==> src/rtl/write_logic_ctrl_pkg.sv <==
// -----------------------------------------------------------------------------
// write_logic_ctrl_pkg
// Shared definitions for the FIFO write-side controller:
//   - default geometry (MEM_SIZE, WORD_SIZE, PTR)
//   - occupancy state encodings
//   - helper that decides whether a write request must be dropped
// -----------------------------------------------------------------------------
package write_logic_ctrl_pkg;

  localparam int DEF_MEM_SIZE  = 8;
  localparam int DEF_WORD_SIZE = 10;
  localparam int DEF_PTR       = 3;

  typedef enum logic [1:0] {
    ST_EMPTY  = 2'd0,
    ST_NORMAL = 2'd1,
    ST_ALMOST = 2'd2,
    ST_FULL   = 2'd3
  } state_t;

  // A write is dropped only when the FIFO is full and the reader does not
  // free a slot in the same cycle.
  function automatic logic write_dropped(input logic wr, input logic full, input logic rd);
    return wr & full & ~rd;
  endfunction

endpackage

==> src/rtl/fifo_occupancy.sv <==
// -----------------------------------------------------------------------------
// fifo_occupancy
// Occupancy counter for the FIFO: tracks accepted pushes against pops.
//   clk        in   clock, rising edge
//   reset      in   synchronous, active-low reset (clears count)
//   push       in   accepted write this cycle
//   pop        in   read strobe this cycle
//   count      out  current occupancy (PTR+1 bits)
//   count_next out  occupancy after this cycle's push/pop
// Count never underflows below 0 nor climbs above MEM_SIZE.
// -----------------------------------------------------------------------------
module fifo_occupancy
  import write_logic_ctrl_pkg::*;
#(
  parameter int MEM_SIZE = DEF_MEM_SIZE,
  parameter int PTR      = DEF_PTR
) (
  input  logic         clk,
  input  logic         reset,
  input  logic         push,
  input  logic         pop,
  output logic [PTR:0] count,
  output logic [PTR:0] count_next
);

  localparam logic [PTR:0] MEM_SIZE_C = (PTR+1)'(MEM_SIZE);
  localparam logic [PTR:0] ONE_C      = (PTR+1)'(1);

  // Up/down/hold decision; a simultaneous push and pop leaves count unchanged.
  always_comb begin
    count_next = count;
    if (push && !pop && (count != MEM_SIZE_C)) begin
      count_next = count + ONE_C;
    end else if (pop && !push && (count != '0)) begin
      count_next = count - ONE_C;
    end else begin
      count_next = count;
    end
  end

  // Occupancy register.
  always_ff @(posedge clk) begin
    if (!reset) begin
      count <= '0;
    end else begin
      count <= count_next;
    end
  end

endmodule

==> src/rtl/write_logic_ctrl.sv <==
// -----------------------------------------------------------------------------
// write_logic_ctrl
// Write-side FIFO controller: accepts write requests, drives the memory write
// strobe and address, tracks occupancy against the read side's pop and
// produces the status flags shared by both ends.
//
// Ports:
//   clk           in   clock, rising edge
//   reset         in   synchronous, active-low reset
//   fifo_wr       in   producer write request
//   pop           in   read strobe from the read-side controller (same cycle)
//   umbral_alto   in   almost-full threshold  (PTR+1 bits)
//   umbral_bajo   in   almost-empty threshold (PTR+1 bits)
//   push          out  memory write enable (combinational)
//   wr_ptr        out  write address (PTR bits)
//   fifo_full     out  occupancy == MEM_SIZE (registered)
//   fifo_empty    out  occupancy == 0 (registered)
//   almost_full   out  occupancy >= umbral_alto (registered)
//   almost_empty  out  occupancy <= umbral_bajo (registered)
//   error         out  sticky overflow flag, cleared only by reset
//   ovf_count     out  [7:0] saturating dropped-write counter
//                      (only when WRITE_OVF_COUNT_EN is defined)
//
// Build option: define WRITE_OVF_COUNT_EN to add the ovf_count output.
// -----------------------------------------------------------------------------
module write_logic_ctrl
  import write_logic_ctrl_pkg::*;
#(
  parameter int MEM_SIZE  = DEF_MEM_SIZE,
  parameter int WORD_SIZE = DEF_WORD_SIZE,
  parameter int PTR       = DEF_PTR
) (
  input  logic           clk,
  input  logic           reset,
  input  logic           fifo_wr,
  input  logic           pop,
  input  logic [PTR:0]   umbral_alto,
  input  logic [PTR:0]   umbral_bajo,
  output logic           push,
  output logic [PTR-1:0] wr_ptr,
  output logic           fifo_full,
  output logic           fifo_empty,
  output logic           almost_full,
  output logic           almost_empty,
  output logic           error
`ifdef WRITE_OVF_COUNT_EN
  ,
  output logic [7:0]     ovf_count
`else
`endif
);

  localparam logic [PTR:0]   MEM_SIZE_C = (PTR+1)'(MEM_SIZE);
  localparam logic [PTR-1:0] PTR_LAST_C = PTR'(MEM_SIZE - 1);
  localparam logic [PTR-1:0] PTR_ONE_C  = PTR'(1);

  // WORD_SIZE only travels with the memory; it is checked here so a bad
  // configuration is caught at elaboration time.
  if ((MEM_SIZE > (1 << PTR)) || (MEM_SIZE < 1) || (WORD_SIZE < 1)) begin : g_cfg_err
    $error("write_logic_ctrl: invalid MEM_SIZE/PTR/WORD_SIZE combination");
  end

  logic [PTR:0]   count_s;
  logic [PTR:0]   count_next_s;
  logic           drop_s;
  state_t         state_r;
  state_t         state_next_s;
  logic [PTR-1:0] wr_ptr_r;
  logic           almost_full_r;
  logic           almost_empty_r;
  logic           error_r;

  // Write acceptance: while full, a write goes through only alongside a pop.
  always_comb begin
    push   = reset & fifo_wr & (~fifo_full | pop);
    drop_s = reset & write_dropped(fifo_wr, fifo_full, pop);
  end

  fifo_occupancy #(
    .MEM_SIZE (MEM_SIZE),
    .PTR      (PTR)
  ) u_occupancy (
    .clk        (clk),
    .reset      (reset),
    .push       (push),
    .pop        (pop),
    .count      (count_s),
    .count_next (count_next_s)
  );

  // Next state is decoded from the next count so flags land one cycle after
  // the push/pop that causes them; any state can reach any other directly.
  always_comb begin
    state_next_s = state_r;
    if (count_next_s == '0) begin
      state_next_s = ST_EMPTY;
    end else if (count_next_s == MEM_SIZE_C) begin
      state_next_s = ST_FULL;
    end else if (count_next_s >= umbral_alto) begin
      state_next_s = ST_ALMOST;
    end else begin
      state_next_s = ST_NORMAL;
    end
  end

  // State register.
  always_ff @(posedge clk) begin
    if (!reset) begin
      state_r <= ST_EMPTY;
    end else begin
      state_r <= state_next_s;
    end
  end

  // Write pointer advances on every accepted push and wraps at MEM_SIZE-1.
  always_ff @(posedge clk) begin
    if (!reset) begin
      wr_ptr_r <= '0;
    end else if (push) begin
      wr_ptr_r <= (wr_ptr_r == PTR_LAST_C) ? '0 : (wr_ptr_r + PTR_ONE_C);
    end else begin
      wr_ptr_r <= wr_ptr_r;
    end
  end

  // Threshold flags compare the next count against this cycle's thresholds.
  always_ff @(posedge clk) begin
    if (!reset) begin
      almost_full_r  <= 1'b0;
      almost_empty_r <= 1'b1;
    end else begin
      almost_full_r  <= (count_next_s >= umbral_alto);
      almost_empty_r <= (count_next_s <= umbral_bajo);
    end
  end

  // Sticky overflow flag.
  always_ff @(posedge clk) begin
    if (!reset) begin
      error_r <= 1'b0;
    end else if (drop_s) begin
      error_r <= 1'b1;
    end else begin
      error_r <= error_r;
    end
  end

`ifdef WRITE_OVF_COUNT_EN
  logic [7:0] ovf_count_r;

  // Dropped-write counter, saturating at 255.
  always_ff @(posedge clk) begin
    if (!reset) begin
      ovf_count_r <= 8'd0;
    end else if (drop_s && (ovf_count_r != 8'hFF)) begin
      ovf_count_r <= ovf_count_r + 8'd1;
    end else begin
      ovf_count_r <= ovf_count_r;
    end
  end

  assign ovf_count = ovf_count_r;
`else
`endif

  assign wr_ptr       = wr_ptr_r;
  assign fifo_full    = (state_r == ST_FULL);
  assign fifo_empty   = (state_r == ST_EMPTY);
  assign almost_full  = almost_full_r;
  assign almost_empty = almost_empty_r;
  assign error        = error_r;

endmodule

==> config.mk <==
export PLATFORM = sky130hd
export DESIGN_NAME = write_logic_ctrl
export DESIGN_NICKNAME = d
export VERILOG_FILES = /design/src/rtl/write_logic_ctrl_pkg.sv /design/src/rtl/fifo_occupancy.sv /design/src/rtl/write_logic_ctrl.sv
export SDC_FILE = /design/constraint.sdc
export NUM_CORES = 1
export LEC_CHECK = 0
export BUFFER_PORTS_ARGS = -buffer_cell sky130_fd_sc_hd__buf_2
export CAP_MARGIN = 30
export CORE_ASPECT_RATIO = 1.1
export CORE_MARGIN = 8
export CORE_UTILIZATION = 25
export CTS_CLUSTER_SIZE = 28
export DETAILED_ROUTE_END_ITERATION = 8
export HOLD_SLACK_MARGIN = 0.05
export PLACE_DENSITY_LB_ADDON = 0.25
export SLEW_MARGIN = 20
export SYNTH_ARGS = -nofsm -noshare
export SYNTH_HDL_FRONTEND = slang
export SYNTH_SLANG_ARGS = --single-unit
==> constraint.sdc <==
create_clock -name clk -period 3.6 [get_ports clk]
set_input_delay 0.72 -clock clk [delete_from_list [all_inputs] [get_ports clk]]
set_output_delay 0.72 -clock clk [all_outputs]
set_load 0.05 [all_outputs]
==> results of run 1 <==
==> power groups by stage <==
stage | Combinational (mW) | Clock (mW) | Sequential [mW]
after floorplan | 0.365 | 0 | 0.246
after global placement | 0.501 | 0 | 0.204
after detailed placement | 0.510 | 0 | 0.206
after CTS | 0.511 | 0.127 | 0.203
after global routing | 0.566 | 0.136 | 0.210
final | 0.505 | 0.119 | 0.204
==> per-stage QoR <==
step,cells,cell area [sq um],total power [mW]
final,181,1150,0.829
after global placement,178,1100,0.705
after global routing,181,1150,0.911
after CTS,181,1150,0.841
after floorplan,109,953,0.611
after detailed placement,178,1100,0.716
==> worst max-delay path: stages, from the launching register on <==
cell      delay [ps]
dfxtp_1          440
inv_1            110
ha_1             250
and3b_1          220
or4_4            470
a211oi_1         260
a21oi_1          100
ha_1             330
nor2b_1          180
o211ai_1          90
nor2b_1          130
a211o_1          280
==> layout make-up <==
cell class / count / area [sq um] / area share (%)
inverters: 14 / 66.3 / 5.79
repair buffers: 20 / 100 / 8.73
flip-flops and latches: 12 / 240 / 21.0
well taps: 50 / 62.6 / 5.46
multi-input cells: 82 / 636 / 55.5
clock buffers: 3 / 41.3 / 3.60
==> metal layers <==
layer  share of wire [%]  global-route usage (%)
met5                   0                       0
met2                  45                    14.1
met4                0.35                    1.76
met1                  46                    9.43
met3                 9.1                    3.69
==> state kept, by name, indices dropped and copies added (netlist names) <==
signal / flops
almost_empty: 1
almost_full: 1
error: 1
state_r: 2
u_occupancy.count: 4
wr_ptr: 3
==> placed cells by master (no fill, tap or decap), types with 2 or more instances in the layout <==
cell type and instances:
a211o_1 2, ha_1 10, inv_1 13, a31oi_1 2, a21oi_1 2, nand2_1 4
nand3_1 4, dfxtp_1 12, and3b_1 2, a211oi_2 2, and2_1 3, nor4_1 2
nand4_1 2, nor2b_1 2, nor3_1 6, clkbuf_8 3, nor2_1 6, xnor2_1 2
o21ai_0 3, buf_2 20, o21a_1 3
==> cells by family after synthesis <==
| group | Yosys count | synth area share, % |
|---|---|---|
| buffers and inverters | 15 | 8.14 |
| flip-flops | 12 | 25.2 |
| XOR/XNOR | 2 | 1.84 |
| AND/OR/NAND/NOR | 43 | 27.4 |
| AO/OA/AOI/OAI | 26 | 23.2 |
| multiplexers | 1 | 1.05 |
| adder cells (fa/ha/maj) | 10 | 13.1 |
==> how the worst max path moves through the flow <==
stage                    startpoint      endpoint  slack (ps)  cells after the start
3_5_place_dp                  reset  almost_empty         450                     10
2_1_floorplan                 reset  almost_empty         760                     10
5_1_grt        u_occupancy.count[0]    state_r[0]         450                     11
4_1_cts        u_occupancy.count[0]  almost_empty         630                     11
3_3_place_gp                  reset  almost_empty         490                     10
6_report       u_occupancy.count[0]  almost_empty         640                     11
==> results_dict.tcl, run 1 <==
set metrics [dict create \
    switching_share_pct 45.6 \
    antenna_cells 0 \
    power_density_nw_per_um2 723 \
    die_w_um 74.9 \
    synth_common_cells "inv_1 (13), dfxtp_1 (12), ha_1 (10)" \
    r2r_start "u_occupancy.count[0]" \
    core_region_area_sq_um 3650 \
    status "complete, no violations" \
    cts_setup_buffers 0 \
    p_clk_share_pct 14.4 \
    hold-path-cell-count 2 \
    p_seq_share_pct 24.7 \
    h-tree-depth 1 \
    ir_worst_vdd_mv 0.271 \
    cp-end-kind "flop" \
    finalCritPeriodShare_pct 82.3 \
    min_from "error" \
    synth-edff-count 0 \
    leakage_nw 0.529 \
    antenna_found_initial 0 \
    setup_ws_ps 637 \
    path_clk_slew_ps 50 \
    syn-num-nets 131 \
    totalWireLength_um 2280 \
    p_sw_mw 0.378 \
    async_reset_ff_share_pct 0 \
    std_cell_rows 23 \
    cts_buffers 3 \
    period_needed_ps 2960 \
    whs_ps 461 \
    hold_end "error" \
    p_int_mw 0.451 \
    grt_max_degree 11 \
    hold_path_class "flop to flop" \
    clock_tree.root_cell "clkbuf_8" \
    fin_nets 155 \
    cts_hold_buf 0 \
    yosysTopAreaCell "dfxtp_1" \
    r2r_slack_ps 640 \
    clock-sinks 12 \
    port_buffers 20 \
    cp_max_fo 7 \
    postRouteAntennaNets 0 \
    rsz0062_at_grt "no" \
    synth_most_common_cell "inv_1" \
    initial_utilization_pct 26.1 \
    area_delta_synth_final_pct 20.2 \
    yosysWarnings 0 \
    avgViaCountPerCell 4.74 \
    yosysSeqAreaShare_pct 25.2 \
    die_area_sq_um 6050 \
    synth.top_cell.area_share_pct 25.2 \
    relSlewSlack_pct 66.3 \
    timing.final.hold_violations 0 \
    setup_tns_ps 0 \
    grt_pass1_vias 884 \
    cts_resized 0 \
    drt_pass1_iterations 4 \
    slew_violations 0 \
    finClkSkew_ps 0.784 \
    final_layout_size_suffix_gt1_share_pct 26.0 \
    vias 858 \
    grt_pass1_wl_um 3940 \
    ioPinCount 21 \
    fmax_mhz 338 \
    grt_usage_pct 8.36 \
    tightest_slew_ps 501 \
    gr-total-overflow 0 \
    worst_setup_path_start_kind "flop" \
    cp.arrival_ps 3090 \
    p_comb_share_pct 60.9 \
    maxCapViolCount 0 \
    wl_per_cell_um 12.6 \
    ys_top_cells_by_area "dfxtp_1 (25%), ha_1 (13%), inv_1 (5.1%), nor3_1 (3.1%), a211oi_2 (2.6%)" \
    postSynthCellCount 109 \
    fillers 410 \
    clock_path_buffers 2 \
    syn_area_sq_um 953 \
    utilization_pct 31.4 \
    synth.distinct_cells 46 \
    synth_ff_type "dfxtp_1" \
    dp_worst_setup_slack_ps 447 \
    worstSkewPairLatency_ps 240 \
    cts_tree "yes" \
    ys_ff_latch 12 \
    fp.dieH_um 80.8 \
    avgSynthCellArea_sq_um 8.75 \
    r2r_cells 11 \
    place_hpwl_um 1880 \
    drt_iter0_drc 17 \
    reg2reg_to "almost_empty" \
    timing_worst_setup_path_type "flop to flop" \
    worstPathRequired_ps 3730 \
    drc 0 \
    setup_violations 0 \
    gp_congestion 0.773 \
]
Power figures use the tool's default switching activity.
==> run 2, diff against run 1 <==
- clock period: 3.6 -> 2.7 ns (I/O delays scaled with it)
==> results_dict.tcl, run 2 (synthesis results as in run 1) <==
set metrics [dict create \
    cts_hold_buf 0 \
    use_met3_pct 3.20 \
    fp.dieH_um 80.8 \
    finalCritPeriodShare_pct 97.0 \
    h-tree-depth 1 \
    clock-sinks 12 \
    final_layout_size_suffix_gt1_share_pct 44.4 \
    use_met1_pct 10.1 \
    cp.arrival_ps 2750 \
    hold_path_class "flop to flop" \
    utilization_pct 37.6 \
    antenna_found_initial 0 \
    multi_input_area_sq_um 692 \
    std_cell_rows 23 \
    cp_cell_sequence "inv_2 > ha_4 > and3b_1 > or4_4 > a211oi_2 > a21oi_2 > ha_1 > a21o_1 > nand2_1 > a211o_1 > a32o_1" \
    cp_slowest_cell "or4_4" \
    fillers 408 \
    initial_utilization_pct 26.1 \
    placed_cell_area_sq_um 1260 \
    wl_per_cell_um 12.4 \
    drt_iter0_drc 29 \
    grt_most_used_layer "met2" \
    area_delta_synth_final_pct 44.1 \
    die_w_um 74.9 \
    worstPathRequired_ps 2830 \
    fin_nets 177 \
    power_density_nw_per_um2 986 \
    largest_reg_flops 4 \
    cp-end-kind "flop" \
    finClkSkew_ps 0.388 \
    worst_setup_path_start_kind "flop" \
    worst_path_largest_cell_delay_ps 450 \
    grt_usage_pct 8.53 \
    maxCapViolCount 0 \
    mostFrequentLayoutCells "buf_4 (21), buf_2 (20), inv_1 (11)" \
    totalWireLength_um 2530 \
    clock_tree.root_cell "clkbuf_8" \
    fmax_mhz 382 \
    gr-total-overflow 0 \
    gr-usage-met2_pct 14.5 \
    timing.final.hold_violations 0 \
    status "complete, no violations" \
    finalInstanceArea_sq_um 1370 \
    grt_pass1_wl_um 4110 \
    leakage_nw 0.651 \
    drt_pass1_iterations 4 \
    place_hpwl_um 2020 \
    postRouteAntennaNets 0 \
    path_clk_slew_ps 50 \
    cp_max_fo 4 \
    seq_area_sq_um 243 \
    period_needed_ps 2620 \
    grt_pass1_vias 968 \
    drc 0 \
    avgViaCountPerCell 4.67 \
    cts_buffers 3 \
    setup_violations 0 \
    die_area_sq_um 6050 \
    rsz0062_at_grt "yes" \
    core_region_area_sq_um 3650 \
    final_common_cell "buf_4" \
    clock_path_buffers 2 \
    port_buffers 20 \
    gp_congestion 0.836 \
    ir_worst_vdd_mv 0.417 \
    slew_violations 0 \
    ioPinCount 21 \
    worstSkewPairLatency_ps 240 \
    regMostFlops "u_occupancy.count" \
    timing_worst_setup_path_type "flop to flop" \
    tightest_slew_ps 513 \
    relSlewSlack_pct 65.5 \
    vias 949 \
    cts_tree "yes" \
    grt_max_degree 9 \
    antenna_cells 0 \
]
[run 2: cell types whose count changed in the layout (fill, tap and decap cells not counted), sizes merged]
cell	before	now
buf	20	42
[run 2: critical path: cells and delay by family, from the launching register on]
kind | cells | cell delay (ps)
flops | 1 | 330
fa+ha+maj | 2 | 440
buf+inv | 1 | 50
compound gates | 5 | 1000
simple gates | 3 | 700
[run 2: final timing paths]
check                       start    endpoint  slack [ps]  cells past startpoint
max          u_occupancy.count[1]  state_r[0]          80                     11
min reg2reg                 error       error         460                      2
max reg2reg  u_occupancy.count[1]  state_r[0]          80                     11
min                         error       error         460                      2
[run 2: repair_timing]
item	4_1_cts	5_1_grt
pin swaps	0	8
gates resized for setup	5	10
buffers inserted	0	2
hold endpoints to repair	0	0
endpoints found under the setup margin	4	4
[run 2: area by class of cell]
cell class | count | area share [%]
clock buffer | 3 | 3.01
multi-input combinational | 82 | 50.4
inverter | 14 | 4.83
tap | 50 | 4.55
timing repair buffer | 42 | 19.6
sequential | 12 | 17.7
[run 2: layer usage]
metal | wire length [um] | share of wire [%]
met4 | 8 | 0.32
met5 | 0 | 0
met3 | 153 | 6.1
met2 | 1210 | 48
met1 | 1160 | 46
[run 2: metrics by stage]
step                power (mW)  setup TNS (ps)  worst slack [ps]  hold WS, ps  cells
global placement          1.05           -18.9             -11.2          450    198
CTS                       1.27               0              12.5          472    201
global route              1.46           -60.7             -35.3          511    203
floorplan                0.816               0              27.3          598    109
detailed placement        1.07           -78.8             -39.2          457    198
finish                    1.35               0              79.9          461    203
[run 2: where the power goes]
group / internal, mW / switching, mW / total (mW)
clock network: 0.0984 / 0.0671 / 0.166
registers: 0.228 / 0.0292 / 0.257
logic: 0.451 / 0.480 / 0.932
total: 0.777 / 0.577 / 1.35
==> run 3, diff against run 2 <==
- CORE_UTILIZATION: 25 -> 40
==> results_dict.tcl, run 3 (synthesis results as in run 1) <==
set metrics [dict create \
    p_sw_mw 0.563 \
    cp_max_fo 4 \
    std_cell_rows 18 \
    rsz0062_at_grt "yes" \
    power_mw 1.29 \
    cp_cell_sequence "inv_2 > ha_4 > and3b_1 > or4_4 > a211oi_2 > a21oi_2 > ha_1 > a21o_1 > nand2_1 > a211o_1 > a32o_1" \
    initial_utilization_pct 42.3 \
    r2r_cells 11 \
    leakage_nw 0.623 \
    worstPathRequired_ps 2870 \
    cp_slowest_cell "or4_4" \
    core_region_area_sq_um 2250 \
    critPathTopFamily "compound AO/OA/AOI/OAI gates" \
    grt_max_degree 10 \
    power_density_nw_per_um2 989 \
    die_area_sq_um 4200 \
    reg2reg_to "state_r[0]" \
    place_hpwl_um 1890 \
    ioPinCount 21 \
    finalCritPeriodShare_pct 96.8 \
    ir_worst_vdd_mv 0.476 \
    h-tree-depth 1 \
    wl_per_cell_um 13.1 \
    worst_path_largest_cell_delay_ps 450 \
    period_needed_ps 2610 \
    clock_tree.root_cell "clkbuf_4" \
    drt_iter0_drc 40 \
    postRouteAntennaNets 0 \
    dp_worst_setup_slack_ps -5.64 \
    worstSkewPairLatency_ps 280 \
    final_common_cell "buf_2" \
    p_clk_share_pct 11.8 \
    die_w_um 62.6 \
    path_clk_slew_ps 90 \
    cp.arrival_ps 2780 \
    clock-sinks 12 \
    cts_hold_buf 0 \
    cts_tree "yes" \
    gp_congestion 0.788 \
    final_layout_size_suffix_gt1_share_pct 42.0 \
    cp-end-kind "flop" \
    grt_usage_pct 11.7 \
    clock_path_buffers 2 \
    largest_reg_flops 4 \
    timing_worst_setup_path_type "flop to flop" \
    p_int_mw 0.722 \
    setup_violations 0 \
    fillers 226 \
    antenna_cells 0 \
    p_seq_share_pct 20.0 \
    mostFrequentLayoutCells "buf_2 (20), buf_4 (18), inv_1 (11)" \
    cts_buffers 3 \
    relSlewSlack_pct 66.4 \
    avgViaCountPerCell 5.28 \
    totalWireLength_um 2350 \
    gr-total-overflow 0 \
    finClkSkew_ps 5.60 \
    area_delta_synth_final_pct 36.4 \
    drc 0 \
    port_buffers 20 \
    r2r_start "u_occupancy.count[0]" \
    status "complete, no violations" \
    timing.final.hold_violations 0 \
    fmax_mhz 383 \
    regMostFlops "u_occupancy.count" \
    fp.dieH_um 67.2 \
    p_comb_share_pct 68.2 \
    cp.depth 11 \
    r2r_slack_ps 90 \
    vias 951 \
    critical_path.endpoint "state_r[0]" \
    worst_setup_path_start_kind "flop" \
    tightest_slew_ps 499 \
    slew_violations 0 \
    setup_ws_ps 87.5 \
    grt_pass1_vias 931 \
    drt_pass1_iterations 6 \
    grt_pass1_wl_um 4020 \
    hold_path_class "flop to flop" \
    startpoint "u_occupancy.count[0]" \
    worst-path-buf-inv 1 \
    antenna_found_initial 0 \
    maxCapViolCount 0 \
    fin_nets 173 \
    switching_share_pct 43.8 \
]
[run 3: tightest hold or removal path, stage by stage (launching register included)]
cell and delay [ps]:
dfxtp_1 340, a31oi_1 40, nor2_1 70
[run 3: final cells by class]
| cell class | instances | area (sq um) | area share, % |
|---|---|---|---|
| timing repair buffer | 38 | 235 | 18.1 |
| clock buffer | 4 | 36.3 | 2.79 |
| tap | 30 | 37.5 | 2.89 |
| inverter | 14 | 66.3 | 5.10 |
| multi-input combinational | 82 | 682 | 52.5 |
| sequential | 12 | 243 | 18.7 |
[run 3: through the flow]
| step | TNS, ps | hold WS (ps) | util, % | std cells | instance area (sq um) |
|---|---|---|---|---|---|
| 6_report | 0 | 481 | 57.7 | 180 | 1300 |
| 5_1_grt | -47.0 | 517 | 57.7 | 180 | 1300 |
| 4_1_cts | 0 | 490 | 55.8 | 178 | 1260 |
| 3_5_place_dp | -11.1 | 467 | 53.3 | 174 | 1200 |
| 3_3_place_gp | 0 | 447 | 53.3 | 174 | 1200 |
| 2_1_floorplan | 0 | 598 | - | 109 | 955 |
[run 3: worst min-delay path by stage]
stage / from / end / slack [ps] / depth (start not counted)
after floorplan: u_occupancy.count[3] / u_occupancy.count[3] / 600 / 2
after global placement: error / error / 450 / 2
after detailed placement: error / error / 470 / 2
after CTS: error / error / 490 / 2
after global routing: error / error / 520 / 2
final: error / error / 480 / 2
[run 3: timing repair]
action	CTS	global route
pin swaps	1	5
setup endpoints to repair	4	4
setup buffers	0	2
gates resized for setup	5	7
[run 3: power groups by stage]
stage / Combinational [mW] / Clock [mW] / Sequential [mW]
floorplan: 0.487 / 0 / 0.329
global placement: 0.767 / 0 / 0.258
detailed placement: 0.787 / 0 / 0.259
CTS: 0.825 / 0.152 / 0.255
global route: 0.966 / 0.160 / 0.265
finish: 0.876 / 0.152 / 0.258
[run 3: routing by layer]
layer  track usage (%)  wire length (um)
met2              21.9              1180
met4              5.13                23
met5                 0                 0
met1              12.3              1020
met3              3.31               135
